===== src/rtl/irq_controller.sv =====
// Eight-source prioritised interrupt controller with edge-latched pending,
// nesting by in-service priority and a two-cycle request/acknowledge handshake.
module irq_controller #(
    parameter logic [7:0] RESET_MASK = 8'hFF
) (
    input  logic        clk,
    input  logic        rst,
    input  logic [7:0]  irq,
    input  logic        intack,
    input  logic        wren,
    input  logic [1:0]  addr,
    input  logic [15:0] din,
    output logic [15:0] dout,
    output logic        int_out,
    output logic [15:0] vector
);

    typedef enum logic [1:0] {
        IDLE = 2'd0,
        REQ  = 2'd1,
        ACK  = 2'd2
    } state_t;

    state_t      state;
    state_t      state_d;

    logic [7:0]  irq_q;
    logic [7:0]  pending;
    logic [7:0]  pending_d;
    logic [7:0]  mask;
    logic [7:0]  insvc;
    logic [7:0]  insvc_d;

    logic        int_q;
    logic        int_d;
    logic [2:0]  vec_q;
    logic [2:0]  vec_d;
    logic        ack_fire;

    logic [7:0]  rise;
    logic [7:0]  ins_low;
    logic [7:0]  prio;
    logic [7:0]  eligible;
    logic [7:0]  ack_bit;
    logic [7:0]  w1c;
    logic [7:0]  eoi_clr;

    logic        unused_din;

    assign unused_din = ^din[15:8];

    function automatic logic [2:0] lsb_idx(input logic [7:0] v);
        lsb_idx = 3'd0;
        for (int i = 7; i >= 0; i--) begin
            if (v[i]) lsb_idx = 3'(i);
        end
    endfunction

    assign rise = irq & ~irq_q;

    // Only sources strictly above the highest-priority in-service one may nest.
    assign ins_low  = insvc & (~insvc + 8'd1);
    assign prio     = (insvc == 8'd0) ? 8'hFF : (ins_low - 8'd1);
    assign eligible = pending & mask & prio;

    always_comb begin
        state_d  = state;
        int_d    = int_q;
        vec_d    = vec_q;
        ack_fire = 1'b0;
        case (state)
            IDLE: begin
                if (eligible != 8'd0) begin
                    vec_d   = lsb_idx(eligible);
                    int_d   = 1'b1;
                    state_d = REQ;
                end else begin
                    int_d = 1'b0;
                end
            end
            REQ: begin
                if (intack) begin
                    ack_fire = 1'b1;
                    int_d    = 1'b0;
                    state_d  = ACK;
                end
            end
            ACK: begin
                if (!intack) state_d = IDLE;
            end
            default: begin
                state_d = IDLE;
                int_d   = 1'b0;
            end
        endcase
    end

    always_comb begin
        w1c     = 8'd0;
        eoi_clr = 8'd0;
        if (wren && addr == 2'd1) w1c = din[7:0];
        if (wren && addr == 2'd2) eoi_clr = ins_low;
    end

    // Acknowledge uses the latched vector, even if its pending bit was cleared.
    assign ack_bit   = ack_fire ? (8'd1 << vec_q) : 8'd0;
    assign pending_d = (pending & ~(w1c | ack_bit)) | rise;
    assign insvc_d   = (insvc & ~eoi_clr) | ack_bit;

    always_ff @(posedge clk or posedge rst) begin
        if (rst) begin
            state   <= IDLE;
            irq_q   <= 8'd0;
            pending <= 8'd0;
            mask    <= RESET_MASK;
            insvc   <= 8'd0;
            int_q   <= 1'b0;
            vec_q   <= 3'd0;
        end else begin
            state   <= state_d;
            irq_q   <= irq;
            pending <= pending_d;
            insvc   <= insvc_d;
            int_q   <= int_d;
            vec_q   <= vec_d;
            if (wren && addr == 2'd0) mask <= din[7:0];
        end
    end

    always_comb begin
        dout = 16'd0;
        case (addr)
            2'd0:    dout = {8'd0, mask};
            2'd1:    dout = {8'd0, pending};
            2'd2:    dout = {8'd0, insvc};
            default: dout = {11'd0, int_q, state, vec_q};
        endcase
    end

    assign int_out = int_q;
    assign vector  = {13'd0, vec_q};

endmodule


===== config.mk =====
export PLATFORM = sky130hd
export DESIGN_NAME = irq_controller
export DESIGN_NICKNAME = d
export VERILOG_FILES = /design/src/rtl/irq_controller.sv
export SDC_FILE = /design/constraint.sdc
export NUM_CORES = 1
export LEC_CHECK = 0
export CAP_MARGIN = 15
export CORE_MARGIN = 5
export CORE_UTILIZATION = 40
export CTS_CLUSTER_DIAMETER = 150
export DETAILED_ROUTE_END_ITERATION = 10
export PLACE_DENSITY = 0.7
export SYNTH_ARGS = -nofsm -noshare
export SYNTH_HDL_FRONTEND = slang
export SYNTH_SLANG_ARGS = --single-unit

===== constraint.sdc =====
create_clock -name clk -period 2.46 [get_ports clk]
set_clock_uncertainty 0.05 [all_clocks]
set_input_delay 0.738 -clock clk [delete_from_list [all_inputs] [get_ports clk]]
set_output_delay 0.738 -clock clk [all_outputs]
set_load 0.05 [all_outputs]

After elaboration in Yosys (flattened, before gate mapping)
Index checks and enable logic that the tools add are counted.
{ "word_totals": {"ram_bits": 0, "romBits": 0, "n_memories": 0, "latch_bits": 0, "wordCells": 63, "reg_bits": 38, "input_bits": 30} }
{ "op_classes": {"muxes": 22, "reduce_logical": 10, "n_div": 0, "bitwise": 14, "shifts": 1, "eq_ne": 7, "multipliers": 0, "addsub": 2, "magnitude_cmp": 0} }
{ "ops": {"columns": ["operator", "n"], "rows": [
  ["$and A8 B8 Y8", 6],
  ["$mux W8", 4],
  ["$not A8 Y8", 4],
  ["$mux W3", 8],
  ["$or A8 B8 Y8", 3],
  ["$pmux W8 S3", 1],
  ["$add A8 B1 Y8 const B", 1],
  ["$logic_not A8 Y1", 1],
  ["$reduce_bool A8 Y1", 1],
  ["$shl A1 B3 Y8 const A", 1],
  ["$sub A8 B1 Y8 const B", 1],
  ["$mux W2", 3],
  ["$ne A2 B2 Y1 const B", 3],
  ["$pmux W2 S3", 1],
  ["$eq A2 B1 Y1 const B", 2],
  ["$eq A2 B2 Y1 const B", 2],
  ["$logic_not A2 Y1", 2],
  ["$mux W1", 4],
  ["$reduce_and A2 Y1", 2],
  ["$logic_and A1 B1 Y1", 3],
  ["$pmux W1 S3", 1],
  ["$reduce_and A3 Y1", 1],
  ["$not A1 Y1", 1]
]} }

Longest topological paths before layout
Gate-level depths: netlist of the first run.
{ "logic_depth": {"word_depth": 14, "mapped_depth": 6, "depth_no_buf": 5} }

Least setup slack after synthesis of the first run
OpenSTA, ideal clock, no wires.
{ "synth_path": {"path_type": "input -> output", "from": "input addr[0]", "to": "output dout[6]", "arrival_ps": 1825, "path_buffers": 1, "cell_stages": 3, "setup_slack_ps": -153, "cell_sequence": "buf_2 > mux2i_1 > o21ai_1"} }
{ "synth_via": {"elab_chain_cells": 2, "elab_cells_between_ends": 4, "classes_between": "eq/ne: 2; mux: 1; reduce/logical: 1"} }
{ "synth_rtl": {"columns": ["element", "line", "text"], "rows": [
  ["start: declaration", "11", "input logic [1:0] addr,"],
  ["$eq A2 B2 Y1, or another cell as far along", "132", "case (addr)"],
  ["$pmux W8 S3 (*)", "132", null],
  ["end: declaration", "13", "output logic [15:0] dout,"]
]} }
Mark *: on every way between the ends. The rest lies on a longest branch, timed or not.

Worst setup path after layout of the first run
Ends and elaborated chain as after synthesis.

==> results of run 1 <==
## area by class of cell
type | instances | area, um2
Fill cell | 444 | 2240
Timing Repair Buffer | 48 | 489
Inverter | 10 | 37.5
Tap cell | 67 | 83.8
Clock buffer | 7 | 76.3
Multi-Input combinational cell | 138 | 928
Sequential cell | 38 | 961
## cells in the final DEF (no fill, tap or decap), drive strengths merged, types with 2 or more instances in the layout
cell,n
clkbuf,7
mux2i,2
buf,26
clkdlybuf4s50,21
nand2,32
inv,10
o21a,3
and3b,2
a21o,2
nand3,8
and2b,2
o21ai,13
dfstp,8
mux4,6
mux2,9
dfrtp,30
a21oi,3
o31ai,2
nand3b,3
a32o,4
nand2b,2
and3,2
nor2b,4
nor2,8
conb,21
## through the flow
step,instances,hold WS [ns],setup slack (ns),setup TNS (ns)
after global routing,308,0.365,-0.000249,-0.000249
after global placement,299,0.346,-0.447,-3.63
after CTS,307,0.364,0.0182,0
after detailed placement,299,0.354,-0.452,-3.69
after floorplan,210,0.342,0.0731,0
final,308,0.358,0.0283,0
## state kept, by name, indices dropped and copies added (netlist names)
name and count:
insvc 8, irq_q 8, mask 8, pending 8, vec_q 3, state 2
int_out 1
## timing repair
item,4_1_cts,5_1_grt
resized for setup,15,0
setup endpoints to repair,8,2
buffers inserted,1,1
pin swaps,0,1
## kinds of logic (layout without fill, tap and decap cells)
kind of cell | after synthesis | after routing
buffers and inverters | 34 | 65
AO/OA/AOI/OAI | 32 | 32
other | 1 | 21
AND/OR/NAND/NOR | 68 | 68
flip-flops | 38 | 38
multiplexers | 17 | 17
## cells in the mapped netlist (2+ instances only)
master	number
nor2_1	8
nand3_1	8
nand2b_1	2
dfstp_2	8
buf_2	3
inv_1	10
o21a_1	3
a21o_1	2
nor2b_1	4
mux4_2	6
a21oi_1	3
dfrtp_1	30
and3_1	2
a32o_1	4
mux2i_1	2
mux2_1	8
buf_4	21
and3b_1	2
o21ai_0	5
nand2_1	31
nand3b_1	3
o21ai_1	8
## routing by layer
metal / global-route usage (%) / vias up / wire [um]
li1: - / 721 / -
met1: 20.0 / 733 / 2010
met2: 23.1 / 42 / 2120
met3: 4.10 / 4 / 249
met4: 5.57 / 0 / 60
met5: 0 / - / 0
## report_power, final
| group | leakage [nW] | switching (mW) | internal [mW] |
|---|---|---|---|
| logic | 0.705 | 0.704 | 0.525 |
| clock network | 0.0383 | 0.198 | 0.195 |
| registers | 0.437 | 0.193 | 0.808 |
## worst reg2reg max path, delay by kind of cell, from the launching register on
kind,cells,cell delay (ns)
AO/OA/AOI/OAI,2,0.53
flip-flops,1,0.49
multiplexers,1,0.31
AND/OR/NAND/NOR,2,0.30
## path summary, 6_finish.rpt
kind / startpoint / endpoint / slack, ns / depth (start not counted)
setup / recovery: addr[0] / dout[6] / 0.03 / 7
hold / removal: irq_q[5] / pending[5] / 0.36 / 1
setup reg to reg: insvc[0] / vec_q[0] / 0.67 / 5
hold reg to reg: irq_q[5] / pending[5] / 0.36 / 1
max in group asynchronous: rst / mask[2] / 1.20 / 3
min in group asynchronous: rst / irq_q[7] / 0.81 / 3
==> impl_metrics.env, run 1 <==
export IMPL_tightest_slew_ns=0.500
export IMPL_synth_cells=190
export IMPL_path_cells="buf_6, buf_12, buf_4, and2b_1, nand2_1, o21ai_2, buf_12"
export IMPL_place_congestion=0.873
export IMPL_synth_compound_area_share_pct=10.7
export IMPL_slowest_delay_ns=0.22
export IMPL_cap_violations=0
export IMPL_endpoint_kind="primary output"
export IMPL_grt_max_degree=39
export IMPL_ir_drop_v=0.000581
export IMPL_finalHoldViolCount=0
export IMPL_yosysWarnings=0
export IMPL_crit_buf_inv=4
export IMPL_cpMostUsedCell="buf_12"
export IMPL_vias=1500
export IMPL_final_area_um2=2580
export IMPL_ys_seq_area_share_pct=47.6
export IMPL_syn_area_um2=2020
export IMPL_avgSynthCellArea_um2=10.6
export IMPL_clk_latency_ns=0.28
export IMPL_io_pins=63
export IMPL_drcViolationCount=0
export IMPL_synth_ff_latch_count=38
export IMPL_dp_hpwl_um=3470
export IMPL_setup_violations=0
export IMPL_clock_sinks=38
export IMPL_overflow=0
export IMPL_finalPower_mw=2.62
export IMPL_cp_max_fo=8
export IMPL_die_w_um=81.0
export IMPL_crit_slowest_cell="and2b_1"
export IMPL_die_area_um2=6560
export IMPL_core_area_um2=4820
export IMPL_crit_arrival_ns=1.64
export IMPL_post_drt_wl_per_cell_um=14.4
export IMPL_diodes=0
export IMPL_synth_xor_area_share_pct=0
export IMPL_fmax_ghz=0.411
export IMPL_io_buffers=33
export IMPL_drv_slew=0
export IMPL_ys_types=39
export IMPL_hold_path_class="flop to flop"
export IMPL_clockBufferDepth=2
export IMPL_layout_drive_gt1_share_pct=22.4
export IMPL_cts_tree="built"
export IMPL_die_h_um=81.0
export IMPL_fin_crit_sh_pct=98.8
export IMPL_synthArstFlopShare_pct=100
export IMPL_status="finished, final reports clean"
export IMPL_cellLeakagePower_nw=1.18
export IMPL_cts_buffers=5
export IMPL_grtUsageTotal_pct=14.9
export IMPL_yosysTopAreaCell="dfrtp_1"
export IMPL_synth_top_family_by_area="simple AND/OR/NAND/NOR gates"
export IMPL_postRouteAntennaNets=0
export IMPL_synth_top_area_share_pct=37.2
export IMPL_path_class="input pin to primary output"
export IMPL_synthAdderAreaFrac_pct=0
export IMPL_critPathRequiredTime_ns=1.67
export IMPL_max_slew_margin_pct=66.5
export IMPL_start_util_pct=41.9
export IMPL_synth_edff_count=0
export IMPL_nets=271
export IMPL_grt_pass1_wl_um=7250
export IMPL_synth_simple_area_share_pct=18.1
export IMPL_finalCoreUtilization_pct=53.5
export IMPL_clockRootBuffer="clkbuf_8"
export IMPL_power_density_nw_per_um2=1020
export IMPL_wirelength_um=4440
export IMPL_antenna_found_initial=0
export IMPL_start_kind="input pin"
export IMPL_synthMuxAreaShare_pct=12.9
export IMPL_crit_family="buffers and inverters"
export IMPL_area_growth_synth_to_final_pct=27.7
export IMPL_drt_iter0_drc=116
export IMPL_synth_area_leaders="dfrtp_1, dfstp_2, buf_4, mux4_2, nand2_1"
export IMPL_post_dp_cell_area_um2=2450
export IMPL_ctsHtreeMaxLevel=2
export IMPL_path_clk_slew_ns=0.06
export IMPL_grt_pass1_vias=1466
export IMPL_rows=25
export IMPL_avgViaCountPerCell=4.87
export IMPL_hold_buffers=0
export IMPL_min_period_ns=2.43
export IMPL_ys_flop_type="dfrtp_1"
export IMPL_dr_pass1_iters=4
Power figures use the tool's default switching activity.
==> run 2, diff against run 1 <==
- CORE_ASPECT_RATIO: unset -> 2
==> run 2 against run 1 <==
Hold slack improved by 0.0035 ns. Largest cell class unchanged. Wire length is 6.7% higher. Global-route usage is 0.83 points higher. Cell count is 3.9% lower. Core utilization down 1.5 points. Critical path depth decreased by 2. Die area increased by 1.3%. Highest routed layer unchanged. Power up 5.1%. Fmax grew 0.39%.
==> impl_metrics.env, run 2 (same netlist as run 1, synthesis figures left out) <==
export IMPL_status="finished, final reports clean"
export IMPL_wl_met3_um=300
export IMPL_grt_pass1_wl_um=7840
export IMPL_cp_max_fo=8
export IMPL_dp_slack_ns=-0.486
export IMPL_min_to="pending[4]"
export IMPL_max_slew_margin_pct=66.8
export IMPL_avgViaCountPerCell=5.22
export IMPL_crit_arrival_ns=1.63
export IMPL_vias=1544
export IMPL_hold_path_class="flop to flop"
export IMPL_post_place_cells=288
export IMPL_rows=36
export IMPL_path_class="input pin to primary output"
export IMPL_setup_tns_ns=0
export IMPL_start_util_pct=41.1
export IMPL_wl_met1_um=1580
export IMPL_power_density_nw_per_um2=1080
export IMPL_setup_ws_ns=0.0377
export IMPL_overflow=0
export IMPL_cts_buffers=5
export IMPL_core_area_um2=4910
export IMPL_die_h_um=110
export IMPL_dr_pass1_iters=4
export IMPL_reg2reg_depth=5
export IMPL_ctsHtreeMaxLevel=2
export IMPL_fmax_ghz=0.413
export IMPL_cap_violations=0
export IMPL_min_period_ns=2.42
export IMPL_wl_met2_um=2670
export IMPL_crit_family="buffers and inverters"
export IMPL_crit_buf_inv=4
export IMPL_drv_slew=0
export IMPL_critPathRequiredTime_ns=1.67
export IMPL_place_congestion=0.878
export IMPL_final_cells=296
export IMPL_drt_iter0_drc=38
export IMPL_clk_latency_ns=0.28
export IMPL_tightest_slew_ns=0.496
export IMPL_post_drt_wl_per_cell_um=16.0
export IMPL_grt_pass1_vias=1633
export IMPL_min_path_cells=1
export IMPL_area_growth_synth_to_final_pct=26.5
export IMPL_drcViolationCount=0
export IMPL_path_cells="dlygate4sd2_1, buf_6, buf_4, o21ai_2, buf_12"
export IMPL_clock_sinks=38
export IMPL_fin_crit_sh_pct=98.5
export IMPL_rrSetupSlack_ns=0.59
export IMPL_finalHoldViolCount=0
export IMPL_io_pins=63
export IMPL_diodes=0
export IMPL_clockBufferDepth=2
export IMPL_cts_tree="built"
export IMPL_path_clk_slew_ns=0.07
export IMPL_setup_violations=0
export IMPL_postRouteAntennaNets=0
export IMPL_grt_max_degree=39
export IMPL_io_buffers=33
export IMPL_antenna_found_initial=0
export IMPL_final_cell_mix="nand2_1, dfrtp_1, conb_1, clkdlybuf4s50_1, buf_4"
export IMPL_hold_buffers=0
export IMPL_grtUsageTotal_pct=15.8
export IMPL_r2r_end="vec_q[0]"
export IMPL_crit_slowest_cell="dlygate4sd2_1"
export IMPL_highest_layer="met4"
export IMPL_dp_hpwl_um=3770
export IMPL_hold_start="irq_q[4]"
export IMPL_final_common_cell="nand2_1"
export IMPL_ir_drop_v=0.000633
export IMPL_die_area_um2=6650
export IMPL_wirelength_um=4740
export IMPL_slowest_delay_ns=0.24
export IMPL_cellLeakagePower_nw=1.17
export IMPL_layout_drive_gt1_share_pct=21.8
export IMPL_start_kind="input pin"
export IMPL_die_w_um=60.2
export IMPL_nets=268
export IMPL_clockRootBuffer="clkbuf_8"
export IMPL_r2r_start="insvc[2]"
export IMPL_rsz0062_at_grt="no"
export IMPL_endpoint_kind="primary output"
==> run 2: layer usage <==
metal / up-vias / global-route usage, %
met5: - / 0
met3: 14 / 3.27
met1: 745 / 16.4
met2: 62 / 28.0
li1: 723 / -
met4: 0 / 7.69
==> run 2: power by group <==
part	total, mW	switching (mW)	internal [mW]
clock network	0.506	0.203	0.303
registers	1.00	0.194	0.808
logic	1.25	0.730	0.518
total	2.76	1.13	1.63
==> run 2: area by class of cell <==
class	instances	area (um2)
Clock buffer	7	76.3
Clock inverter	1	30.0
Fill cell	457	2360
Inverter	10	37.5
Multi-Input combinational cell	138	928
Sequential cell	38	961
Tap cell	57	71.3
Timing Repair Buffer	45	447
==> run 2: repair_timing <==
| action | CTS | global route |
|---|---|---|
| setup buffers | 1 | 0 |
| hold endpoints to repair | 0 | 0 |
| pin swaps | 0 | 0 |
| setup endpoints to repair | 8 | 5 |
| gates resized for setup | 13 | 0 |
==> run 2: worst max path at each step <==
stage                     startpoint      end  slack [ns]  depth (start not counted)
after CTS                    addr[0]  dout[4]       0.009                          4
after global placement       addr[0]  dout[4]       -0.47                          4
after global routing         addr[1]  dout[6]       0.002                          5
after floorplan              addr[0]  dout[0]        0.07                          2
after detailed placement     addr[0]  dout[4]       -0.49                          4
final                        addr[1]  dout[6]        0.04                          5
==> run 2: metrics by stage <==
step	hold WS (ns)	power, mW	area [um2]	utilization, %
after floorplan	0.342	1.86	2100	-
after global placement	0.345	2.22	2430	49.5
after detailed placement	0.357	2.24	2430	49.5
after CTS	0.366	2.78	2570	52.4
after global routing	0.377	2.92	2550	52.0
final	0.362	2.76	2550	52.0
